<file path="config.mk">
export PLATFORM = sky130hd
export DESIGN_NAME = vga_sync_decoder
export DESIGN_NICKNAME = d
export VERILOG_FILES = /design/src/rtl/vga_sync_decoder.sv
export SDC_FILE = /design/constraint.sdc
export NUM_CORES = 1
export LEC_CHECK = 0
export CORE_UTILIZATION = 40
export CTS_CLUSTER_SIZE = 40
export DETAILED_ROUTE_END_ITERATION = 12
export DONT_BUFFER_PORTS = 1
export HOLD_SLACK_MARGIN = 0.06
export SLEW_MARGIN = 20
export SYNTH_ARGS = -nofsm -noshare
export SYNTH_HDL_FRONTEND = slang
export SYNTH_SLANG_ARGS = --single-unit
</file>
<file path="constraint.sdc">
create_clock -name CLK -period 2.8 [get_ports CLK]
set_clock_uncertainty 0.2 [all_clocks]
set_input_delay 0.7 -clock CLK [delete_from_list [all_inputs] [get_ports CLK]]
set_output_delay 0.7 -clock CLK [all_outputs]
set_load 0.03 [all_outputs]
</file>
<file path="src/rtl/vga_sync_decoder.sv">
// VGA timing recovery: rebuilds pixel coordinates from incoming active-low
// H/V sync, qualifies the timing over several frames and reports lock/errors.
module vga_sync_decoder #(
  parameter int HM          = 640,
  parameter int H_DER       = 16,
  parameter int H_RETRAZ    = 96,
  parameter int H_IZQ       = 48,
  parameter int VM          = 480,
  parameter int V_SUP       = 10,
  parameter int V_RETRAZ    = 2,
  parameter int V_INF       = 33,
  parameter int LOCK_FRAMES = 2
) (
  input  logic       CLK,
  input  logic       RESET,
  input  logic       p_tick,
  input  logic       sincro_horiz,
  input  logic       sincro_vert,
  output logic [9:0] pixel_X,
  output logic [9:0] pixel_Y,
  output logic       video_on,
  output logic       locked,
  output logic       frame_start,
  output logic [7:0] err_cnt
);

  localparam int H_TOTAL = HM + H_DER + H_RETRAZ + H_IZQ;
  localparam int V_TOTAL = VM + V_SUP + V_RETRAZ + V_INF;

  localparam logic [9:0] H_ACT     = 10'(HM);
  localparam logic [9:0] V_ACT     = 10'(VM);
  localparam logic [9:0] H_LAST    = 10'(H_TOTAL - 1);
  localparam logic [9:0] V_LAST    = 10'(V_TOTAL - 1);
  localparam logic [9:0] H_LOAD    = 10'(HM + H_DER);
  localparam logic [9:0] V_LOAD    = 10'(VM + V_SUP);
  localparam logic [9:0] H_LEN     = 10'(H_TOTAL);
  localparam logic [9:0] V_LEN     = 10'(V_TOTAL);
  localparam logic [9:0] LEN_MAX   = 10'd1023;
  localparam logic [7:0] GOOD_LAST = 8'(LOCK_FRAMES - 1);

  typedef enum logic [1:0] {
    SEARCH,
    VERIFY,
    LOCKED
  } lock_state_t;

  lock_state_t state;
  logic        hs_q;
  logic        vs_q;
  logic [9:0]  len_h;
  logic [9:0]  len_v;
  logic [7:0]  good;

  logic hs_fall;
  logic vs_fall;
  logic x_wrap;
  logic y_wrap;
  logic h_bad;
  logic v_bad;
  logic watchdog;
  logic err_event;

  assign hs_fall  = hs_q & ~sincro_horiz;
  assign vs_fall  = vs_q & ~sincro_vert;
  // A sync load pre-empts the wrap, so the wrap only exists without a load.
  assign x_wrap   = ~hs_fall && (pixel_X == H_LAST);
  assign y_wrap   = x_wrap && ~vs_fall && (pixel_Y == V_LAST);
  assign h_bad    = hs_fall && (len_h != H_LEN);
  assign v_bad    = vs_fall && (len_v != V_LEN);
  // Fires only on the step into saturation, never while parked at 1023.
  assign watchdog = ~hs_fall && (len_h == LEN_MAX - 10'd1);
  assign err_event = h_bad | v_bad | watchdog;

  assign video_on = locked && (pixel_X < H_ACT) && (pixel_Y < V_ACT);

  // NOTE: non-blocking assignments keep every register reading pre-edge values,
  // so the edge detectors and counters all see the same sampled sync levels.
  always_ff @(posedge CLK or negedge RESET) begin
    if (!RESET) begin
      hs_q    <= 1'b1;
      vs_q    <= 1'b1;
      pixel_X <= '0;
      pixel_Y <= '0;
      len_h   <= '0;
      len_v   <= '0;
    end else if (p_tick) begin
      hs_q <= sincro_horiz;
      vs_q <= sincro_vert;

      if (hs_fall)     pixel_X <= H_LOAD;
      else if (x_wrap) pixel_X <= '0;
      else             pixel_X <= pixel_X + 10'd1;

      if (vs_fall)     pixel_Y <= V_LOAD;
      else if (x_wrap) pixel_Y <= (pixel_Y == V_LAST) ? 10'd0 : pixel_Y + 10'd1;

      if (hs_fall)               len_h <= 10'd1;
      else if (len_h != LEN_MAX) len_h <= len_h + 10'd1;

      if (vs_fall)                          len_v <= '0;
      else if (hs_fall && len_v != LEN_MAX) len_v <= len_v + 10'd1;
    end
  end

  always_ff @(posedge CLK or negedge RESET) begin
    if (!RESET) begin
      state   <= SEARCH;
      good    <= '0;
      err_cnt <= '0;
    end else if (p_tick) begin
      case (state)
        SEARCH: begin
          // The frame ending at this edge began before we were watching.
          if (vs_fall) begin
            state <= VERIFY;
            good  <= '0;
          end
        end
        VERIFY: begin
          if (err_event) begin
            state <= SEARCH;
          end else if (vs_fall) begin
            good <= good + 8'd1;
            if (good == GOOD_LAST) state <= LOCKED;
          end
        end
        LOCKED: begin
          if (err_event) begin
            state <= SEARCH;
            if (err_cnt != 8'hFF) err_cnt <= err_cnt + 8'd1;
          end
        end
        default: state <= SEARCH;
      endcase
    end
  end

  // Registered status; runs every CLK so each flag lasts exactly one cycle.
  always_ff @(posedge CLK or negedge RESET) begin
    if (!RESET) begin
      locked      <= 1'b0;
      frame_start <= 1'b0;
    end else begin
      locked      <= (state == LOCKED);
      frame_start <= p_tick && y_wrap && locked;
    end
  end

endmodule

</file>
After elaboration in Yosys (flattened, before gate mapping)
Cells that the tools add are included.
{"block": "word_totals", "reg_bits": 62, "latchBits": 0, "mem_bits_rw": 0, "rom_bits": 0, "in_bits": 5, "output_inout_bits": 31, "elab_cells": 85, "memories": 0}
{"block": "op_classes", "n_addsub": 6, "n_mul": 0, "n_div": 0, "order_cmp": 2, "eq_ne": 17, "shift": 0, "n_mux": 19, "bitwise": 8, "reduce_logical": 22}
{"op": "two-way mux 10 bit", "n": 9}
{"op": "adder 10 x 1 -> 10 bit, second input constant", "n": 4}
{"op": "!= test 10 bit, second input constant", "n": 4}
{"op": "== test 10 bit, second input constant", "n": 3}
{"op": "two-way mux 8 bit", "n": 3}
{"op": "adder 8 x 1 -> 8 bit, second input constant", "n": 2}
{"op": "one-hot mux 8 bit (2 select lines)", "n": 1}
{"op": "logical AND 1 bit", "n": 11}
{"op": "< comparator 10 bit, second input constant", "n": 1}
{"op": "< comparator 10 x 9 -> 1 bit, second input constant", "n": 1}
{"op": "two-way mux 2 bit", "n": 5}
{"op": "AND reduction 5 bit", "n": 2}
{"op": "== test 8 x 1 -> 1 bit, second input constant", "n": 1}
{"op": "!= test 2 bit, second input constant", "n": 4}
{"op": "!= test 8 bit, second input constant", "n": 1}
{"op": "nonzero test 2 bit", "n": 4}
{"op": "!= test 3 bit, second input constant", "n": 2}
{"op": "one-hot mux 2 bit (3 select lines)", "n": 1}
{"op": "AND reduction 2 bit", "n": 3}
{"op": "inverter 1 bit", "n": 4}
{"op": "AND reduction 4 bit", "n": 1}
{"op": "bitwise AND 1 bit", "n": 2}
{"op": "== test 2 x 1 -> 1 bit, second input constant", "n": 1}
{"op": "== test 2 bit, second input constant", "n": 1}
{"op": "other kinds (2)", "n": 3}

Longest topological paths before layout
{"block": "depth", "ltp_word": 8, "ltp_mapped": 8, "ltp_nobuf": 7}

Least setup slack after synthesis
No wires, ideal clock.
{"block": "synth_path", "kind": "reg-to-reg", "from": "register pixel_X[0]", "to": "register pixel_Y[7]", "setup_ns": 0.121, "t_arrival_ns": 2.260, "required_time_ns": 2.479, "slack_ns": 0.219, "path_stages_with_launch": 8, "path_buffers": 1, "period_less_slack_ns": 2.581, "path_cell_list": "dfrtp_1 > ha_1 > nand2_1 > or4_1 > or3_1 > buf_6 > o21a_1 > o22a_1"}
{"block": "synth_between", "elab_chain_len": 4}
{"element": "from (decl)", "line": "19", "text": "output logic [9:0] pixel_X,"}
{"element": "from (signal assigned)", "line": "92", "text": "else pixel_X <= pixel_X + 10'd1;"}
{"element": "== test 10 bit", "line": "66", "text": "assign x_wrap = ~hs_fall && (pixel_X == H_LAST);"}
{"element": "logical AND 1 bit", "line": "66"}
{"element": "nonzero test 2 bit (no source line)"}
{"element": "AND reduction 2 bit (no source line)"}
{"element": "to (signal assigned)", "line": "95", "text": "else if (x_wrap) pixel_Y <= (pixel_Y == V_LAST) ? 10'd0 : pixel_Y + 10'd1;"}
{"element": "to (decl)", "line": "20", "text": "output logic [9:0] pixel_Y,"}
Every way passes these cells.
A chain may end at the register's enable or synchronous reset.

Worst setup path after layout
{"block": "layout_path", "from": "register pixel_X[6]", "to": "register pixel_Y[7]"}
Same word-level chain as after synthesis.

==> summary.md <==
| Metric | Value |
|---|---|
| Outcome | finished clean |
| Top cells by area, synth | dfrtp_1 (44%), nor2_1 (4.2%), ha_1 (4.0%), xor2_1 (3.8%), o21ai_0 (3.7%) |
| Max-slew violations | 0 |
| Starting DRT DRC Count | 120 |
| Max Cap Viol | 0 |
| Vias/cell | 5.74 |
| Fin nets | 408 |
| Worst path arrival time | 2.47 ns |
| Root Driver | clkbuf_8 |
| Crit Path Class | reg -> reg |
| Skew-Pair Late Insertion Delay | 0.34 ns |
| Count of buffer and inverter cells on the critical path | 0 |
| Core Box Area | 8260 um^2 |
| Max FO, Critical Path | 9 |
| Share of the synthesized area in the top cell type | 43.9% |
| Reg area | 1550 um^2 |
| Post-synth EDFFs | 0 |
| Yosys top cell by area | dfrtp_1 |
| Largest net degree at the start of global routing | 63 |
| Clk slew on worst S/H paths | 0.08 ns |
| YS warnings | 0 |
| Clock Path Buffers | 2 |
| DRT Pass-1 Iters | 4 |
| Initial antenna violation count | 0 |
| Worst EP required | 2.84 ns |
| Final hold violation count | 0 |
| DIE WIDTH | 94.5 um |
| Area after DPL | 3670 um^2 |
| Fin crit share | 86.7% |
| Fin util | 46.9% |
| Min cycle time layout | 2.43 ns |
| Peak VDD IR | 0.309 mV |
| Fraction of registers with async set/reset | 100% |
| Setup crit end kind | flip-flop |
| Routed WL | 7970 um |
| First-pass GRT wire length | 12900 um |
| Library cells used by synthesis | 58 |
| Grt total ovfl | 0 |
| Area of the multi-input gates | 1750 um^2 |
| Rel. slew slack | 61.7% |
| Vias in the first global route | 2762 |
| Sequential fraction of the synthesis area | 45.4% |
| Most common cell after layout, fill and taps aside | dfrtp_1 |
| Static Leak | 1.67 nW |
| Slowest-stage cell, CP | or3_1 |
| CTS Buf Count | 9 |
| CTS tree | yes |
| Synth-to-Final Area Change | 13.2% |
| Post-cts resize count | 0 |
| DR WL/cell | 15.9 um |
| Final standard cell area without fillers | 3870 um^2 |
| Antenna Nets Post-Route | 0 |
| Post-route setup TNS | 0 ns |
| Commonest non-fill, non-tap cells in the layout | dfrtp_1 (60), nor2_1 (38), nand2_1 (33), o21ai_0 (25), buf_4 (22) |
| Family with the most delay on the worst path | simple AND/OR/NAND/NOR gates |
| Final RePlAce weighted congestion | 0.780 |
| Num ports | 36 |
| Mapped Avg Cell Area | 9.30 um^2 |
| Row count | 33 |
| Chip height | 94.5 um |
| Mapped Area | 3420 um^2 |
| Main flop type after synthesis | dfrtp_1 |
| Layout cells sized above 1 | 11.6% |
| Synth Net Count | 384 |
| DRC | 0 |
| Worst path cell trace | or3_1 -> or4_1 -> or3_1 -> o21a_1 -> o22a_1 |
| Mapped Cells | 368 |
| Total die area | 8930 um^2 |
| Most common cell on crit path | or3_1 |
| Initial Util | 41.5% |
| Crit start category | flip-flop |
| RSZ-0062 raised after global routing | no |
| Ant diodes | 0 |
| Slowest Stage Delay on Critical Path | 0.52 ns |
| Clock sink total | 62 |
| Fillers | 782 |
| Worst slew pin tran | 0.568 ns |
| #FFs+latches synth | 62 |
| Fmax | 0.412 GHz |
| Pwr Density | 635 nW/um^2 |
| Final setup fails | 0 |
| H-tree levels | 3 |
| Setup repair bufs after CTS | 0 |
| Vias post-DR | 2879 |
| PortBufs | 0 |
| GRT Total Usage | 18.9% |
| Dpl hpwl | 5480 um |
| Type of the tightest min-delay check | in -> reg |
==> stage by stage <==
step                instances  power (mW)  hold slack, ns  worst slack, ns
floorplan                 368        1.60           0.204            0.219
global placement          484        1.75           0.206            0.393
detailed placement        484        1.76           0.206            0.365
CTS                       502        2.48           0.242            0.355
global route              502        2.61           0.233            0.228
finish                    502        2.46           0.262            0.373
==> power breakdown <==
group          switching (mW)  internal (mW)
Clock                   0.342          0.341
Sequential              0.244           1.02
Combinational           0.314          0.204
Total                   0.900           1.56
==> per-layer routing <==
layer	track usage, %	vias to the layer above	part of all wire (%)
met3	5.15	7	4.1
met2	31.3	69	48
met5	0	-	0
met1	23.5	1413	47
li1	-	1390	-
met4	6.94	0	1.1
==> sequential cells by signal (all words and copies together), names as in the netlist <==
name,count
len_h,10
len_v,10
pixel_X,10
pixel_Y,10
err_cnt,8
good,8
state,2
frame_start,1
hs_q,1
locked,1
vs_q,1
==> worst paths after layout <==
| path | from | endpoint | slack [ns] | depth (start not counted) |
|---|---|---|---|---|
| worst min-delay path | p_tick | pixel_X[1] | 0.26 | 1 |
| min in group asynchronous | RESET | frame_start | 0.69 | 2 |
| worst min register to register | good[4] | good[4] | 0.31 | 1 |
| max in group asynchronous | RESET | vs_q | 1.39 | 2 |
| worst max-delay path | pixel_X[6] | pixel_Y[7] | 0.37 | 5 |
| worst max register to register | pixel_X[6] | pixel_Y[7] | 0.37 | 5 |
==> repair_timing <==
action,in CTS,in global routing
setup endpoints to repair,0,0
endpoints found under the hold margin,62,0
hold buffers,2,0
==> cells in the mapped netlist, types with 2 or more instances <==
cell      number
dfrtp_1       60
nor2_1        38
nand2_1       33
o21ai_0       25
inv_1         17
a21oi_1       16
nand3_1       16
xor2_1        15
nand4_1       14
ha_1          11
nor3_1        11
xnor2_1       11
or3_1         10
o31ai_1        9
clkbuf_1       7
nor4_1         6
a31oi_1        5
and3_1         4
a211oi_1       3
and2_1         3
mux2_2         3
nor3b_1        3
nor4b_1        3
or4_1          3
a211o_1        2
and3b_1        2
and4b_1        2
buf_2          2
dfstp_2        2
nand2b_1       2
nor2b_1        2
o311ai_0       2
==> kinds of logic (layout without fill, tap and decap cells) <==
kind of cell               Yosys count  count (layout)  share of synthesized area (%)
AOI/OAI and AO/OA                   78              78                           15.1
xor gates and xnor gates            26              26                           6.65
muxes                                4               4                           1.28
adders and majority gates           11              11                           4.02
and+or+nand+nor                    158             158                           24.1
DFF                                 62              62                           45.4
buffers and inverters               29              58                           3.47
==> area by class of cell <==
type / count / share of cell area [%]
inverters: 18 / 1.74
flip-flops and latches: 62 / 40.1
clock inverters: 4 / 0.581
repair buffers: 24 / 5.23
multi-input cells: 277 / 45.2
clock buffers: 12 / 3.75
well taps: 105 / 3.39
Note: power is estimated with default switching activity, not from simulation.
